--- config.mk ---
export PLATFORM = sky130hd
export DESIGN_NAME = fifo_rd_stream
export DESIGN_NICKNAME = d
export VERILOG_FILES = /design/src/rtl/fifo_rd_pkg.sv /design/src/rtl/fifo_rd_skid_buf.sv /design/src/rtl/fifo_rd_stream.sv
export SDC_FILE = /design/constraint.sdc
export NUM_CORES = 1
export LEC_CHECK = 0
export CORE_MARGIN = 2
export CORE_UTILIZATION = 30
export DETAILED_ROUTE_END_ITERATION = 12
export DONT_BUFFER_PORTS = 1
export SLEW_MARGIN = 40
export SYNTH_ARGS = -nofsm -noshare
export SYNTH_HDL_FRONTEND = slang
export SYNTH_SLANG_ARGS = --single-unit
--- constraint.sdc ---
create_clock -name r_clk -period 1.9 [get_ports r_clk]
set_input_delay 0.475 -clock r_clk [delete_from_list [all_inputs] [get_ports r_clk]]
set_output_delay 0.475 -clock r_clk [all_outputs]
set_load 0.005 [all_outputs]
--- src/rtl/fifo_rd_pkg.sv ---
// fifo_rd_pkg: shared constants, buffer-state enum and modulo-3 index helpers for fifo_rd_stream.
package fifo_rd_pkg;
  localparam int BUF_DEPTH = 3;
  localparam int IDX_WD = 2;
  typedef enum logic [1:0] {EMPTY, PARTIAL, FULL} buf_state_t;
  function automatic logic [IDX_WD-1:0] idx_inc(input logic [IDX_WD-1:0] i);
    return (i == IDX_WD'(BUF_DEPTH - 1)) ? '0 : i + IDX_WD'(1);
  endfunction
  function automatic buf_state_t buf_state(input logic [1:0] cnt);
    return (cnt == 2'd0) ? EMPTY : (cnt == 2'(BUF_DEPTH)) ? FULL : PARTIAL;
  endfunction
endpackage

--- src/rtl/fifo_rd_skid_buf.sv ---
// fifo_rd_skid_buf: 3-entry in-order buffer with modulo-3 indices and an occupancy count.
module fifo_rd_skid_buf
  import fifo_rd_pkg::*;
#(
  parameter int DATA_WD = 8
) (
  input  logic               i_clk,
  input  logic               i_rst,
  input  logic               i_push,
  input  logic               i_pop,
  input  logic [DATA_WD-1:0] i_din,
  output logic [DATA_WD-1:0] o_dout,
  output logic [1:0]         o_cnt
);
  logic [DATA_WD-1:0] r_mem [BUF_DEPTH];
  logic [IDX_WD-1:0]  r_wr, r_rd;
  logic [1:0]         r_cnt;
  buf_state_t         w_state;
  always_ff @(posedge i_clk) begin
    if (i_rst) begin
      r_wr  <= '0;
      r_rd  <= '0;
      r_cnt <= '0;
    end else begin
      if (i_push) begin
        r_mem[r_wr] <= i_din;
        r_wr        <= idx_inc(r_wr);
      end
      if (i_pop) r_rd <= idx_inc(r_rd);
      r_cnt <= r_cnt + 2'(i_push) - 2'(i_pop);
    end
  end
  assign w_state = buf_state(r_cnt);
  assign o_dout  = r_mem[r_rd];
  assign o_cnt   = r_cnt;
  // The issue logic never lets a word arrive when all three slots are taken.
  a_no_push_full: assert property (@(posedge i_clk) disable iff (i_rst) i_push |-> w_state != FULL);
endmodule

--- src/rtl/fifo_rd_stream.sv ---
// fifo_rd_stream: turns a FIFO read port (1-cycle read latency) into a valid/ready stream.
// Optional macro FIFO_RD_STREAM_STATS_EN adds a 32-bit word_count of popped words.
module fifo_rd_stream
  import fifo_rd_pkg::*;
#(
  parameter int DATA_WD = 8
) (
  input  logic               r_clk,
  input  logic               r_reset,
  input  logic               fifo_empty,
  output logic               fifo_rd_en,
  input  logic [DATA_WD-1:0] fifo_rdata,
  output logic               out_valid,
  input  logic               out_ready,
  output logic [DATA_WD-1:0] out_data,
  output logic [1:0]         out_level
`ifdef FIFO_RD_STREAM_STATS_EN
  ,
  output logic [31:0]        word_count
`endif
);
  logic               r_inflight;
  logic [1:0]         w_cnt;
  logic [DATA_WD-1:0] w_head;
  logic               w_pop;
  // Reserve a slot for every outstanding read so the buffer can never overflow.
  assign fifo_rd_en = !r_reset && !fifo_empty && (({1'b0, w_cnt} + {2'b0, r_inflight}) < 3'(BUF_DEPTH));
  assign out_valid  = !r_reset && (w_cnt != 2'd0);
  assign out_level  = r_reset ? '0 : w_cnt;
  assign out_data   = r_reset ? '0 : w_head;
  assign w_pop      = out_valid && out_ready;
  always_ff @(posedge r_clk) r_inflight <= r_reset ? 1'b0 : fifo_rd_en;
  fifo_rd_skid_buf #(.DATA_WD(DATA_WD)) u_buf (
    .i_clk (r_clk),
    .i_rst (r_reset),
    .i_push(r_inflight),
    .i_pop (w_pop),
    .i_din (fifo_rdata),
    .o_dout(w_head),
    .o_cnt (w_cnt)
  );
`ifdef FIFO_RD_STREAM_STATS_EN
  logic [31:0] r_word_count;
  always_ff @(posedge r_clk) r_word_count <= r_reset ? '0 : r_word_count + 32'(w_pop);
  assign word_count = r_word_count;
`endif
endmodule
==> metrics.cfg <==
[worst_hold_path]
min-delay-path-class=input pin to register
hold_depth=1
min_from=r_reset

[synthesis]
syn_inst=107
syn_avg_cell_area_um2=12.8
synth_area_um2=1370
synth_top_area_share_pct=52.7
ys_top_cells_by_area=edfxtp_1 53%, dfxtp_1 13%, mux2i_1 6.6%
synth_warnings=0
synth_fp_nets=122
yosys.area.top_type=edfxtp_1
synth_cell_types=23
ys_seq_area_share_pct=65.9
synth_seq_cells=33

[sta]
post-route-period-util_pct=101
whs_ps=248
period_needed_ps=1910
worstMarginPinSlew_ps=358
setup-tns-final_ps=-13.4
clock_skew_ps=6.07
rsz0062_at_grt=true
relSlewSlack_pct=75.5
fmax_mhz=523
fin_ws_ps=-13.4
drv_slew=0
setup_viol=1
hold_viol=0

[worst_setup_path]
worstPathRequired_ps=1420
r2r_start=u_buf.o_cnt[0]
cp-end-kind=primary output
crit_arrival_ps=1440
reg2regPathDepth=6
path_max_fanout=2
critPathKind=register to primary output
rrSetupSlack_ps=400
critPathLaunchType=register
r2r_end=u_buf.o_cnt[1]

[floorplanning]
die_h_um=71.5
die_w_um=71.5
coreArea_um2=4380
rows=24
io_pins=24
start_util_pct=31.2
die-area_um2=5110

[placement]
dpl.hpwl_um=1560
gp_congestion=0.740
portBuffers=0
placedInstanceArea_um2=1470
dp.cells=162

[global_routing]
grt_max_degree=28
gr-usage-all-layers_pct=9.96
grt_pass1_wl_um=3680
grt_overflow_total=0
antenna_found_initial=0
grt_pass1_vias=816

[detailed_routing]
vias=777
drt-wirelength-per-cell_um=13.2
routed_wirelength_um=2250
viasPerCell=4.57
postRouteAntennaNets=0
drcViolationCount=0
drt_iter0_drc=5
drt-pass1-iter-count=4

[cells_and_area]
layout_common_cells=24 x edfxtp_1, 13 x nor2b_1, 10 x nand2_1, 10 x o21ai_0, 9 x mux2i_1
final_cell_area_um2=1600
fillers=432
syn_to_final_growth_pct=16.8
insertedDiodeCount=0
nNetsFinal=132
drive_above_1_share_pct=20.3
final_common_cell=edfxtp_1
final_cells=170
final_util_pct=36.4

[clocking]
cts_tree=built
cts_buffers=5
clock_path_buffers=2
clk_latency_ps=280
ctsHoldBuffers=0
clock_sinks=33
cts_max_level=2
clk_pin_slew_ps=60
cts_root_buf=clkbuf_8

[flow_run]
drv_cap=0

[status]
violations=negative setup slack
status=finished with violations

[power_and_ir_drop]
p_per_area_nw_per_um2=855
p_leak_uw=0.000526
vdd_ir_drop_max_v=0.000264

## through the flow
| stage | worst slack [ps] | total power (uW) |
|---|---|---|
| after floorplan | 46.4 | 874 |
| after global placement | 85.9 | 885 |
| after detailed placement | -15.3 | 889 |
| after CTS | -21.0 | 1380 |
| after global routing | -96.4 | 1430 |
| final | -13.4 | 1360 |
## logic make-up after synthesis
logic type / count (synthesis) / synth area share [%]
and+or+nand+nor: 37 / 13.7
buffers and inverters: 6 / 2.10
muxes: 11 / 8.24
AOI/OAI and AO/OA: 17 / 7.23
DFF: 33 / 65.9
adders and majority gates: 3 / 2.75
## worst max path at each step
stage                          start                 to  slack (ps)  cells past startpoint
after floorplan              r_reset  u_buf.r_mem[0][0]          50                      3
after global placement    r_inflight         fifo_rd_en          90                      4
after detailed placement  r_inflight         fifo_rd_en         -20                      4
after CTS                 r_inflight         fifo_rd_en         -20                      4
after global routing      r_inflight         fifo_rd_en        -100                      4
final                     r_inflight         fifo_rd_en         -10                      4
## flip-flops by register name (all words and copies together) (netlist names), named ones only
name / count
u_buf.r_wr: 2
u_buf.o_cnt: 2
u_buf.r_rd: 2
u_buf.r_mem: 24
r_inflight: 1
## power breakdown
group          switching (uW)  internal [uW]
combinational            39.7           44.7
sequential               9.38            790
clock                     228            253
total                     277           1090
## cell usage after synthesis, drive strengths merged
library cell,count
nor2b,13
o21ai,11
nand2b,3
or3,1
a21oi,3
dfxtp,9
mux2,2
nor3,2
mux2i,9
clkbuf,2
o31ai,1
buf,3
nand3b,1
a2111oi,2
nand2,10
nor2,7
inv,1
ha,3
edfxtp,24
## final cells by class
class	count	area (um^2)	area share, %
Tap cell	52	65.1	4.08
Multi-Input combinational cell	68	480	30.1
Inverter	1	3.75	0.235
Sequential cell	33	905	56.7
Clock inverter	2	10.0	0.627
Clock buffer	6	72.6	4.55
Timing Repair Buffer	8	60.1	3.76
## worst max-delay path, stage by stage (launching register included)
cell and delay [ps]:
dfxtp_2 340, ha_4 160, ha_4 220, a2111oi_4 280, buf_4 160
## per-layer routing
metal | up-vias | global-route usage (%) | part of all wire [%]
met3 | 7 | 5.34 | 6.6
met2 | 13 | 17.4 | 54
met4 | 0 | 6.29 | 3.0
met5 | - | 0 | 0
li1 | 400 | - | -
met1 | 357 | 8.88 | 37
## timing repair
action	in CTS	in global routing
gates cloned	0	0
pin swaps	1	0
buffers inserted	0	0
gates resized for setup	8	1
endpoints found under the setup margin	1	2
hold endpoints to repair	0	0
Note: power is estimated with default switching activity, not from simulation.
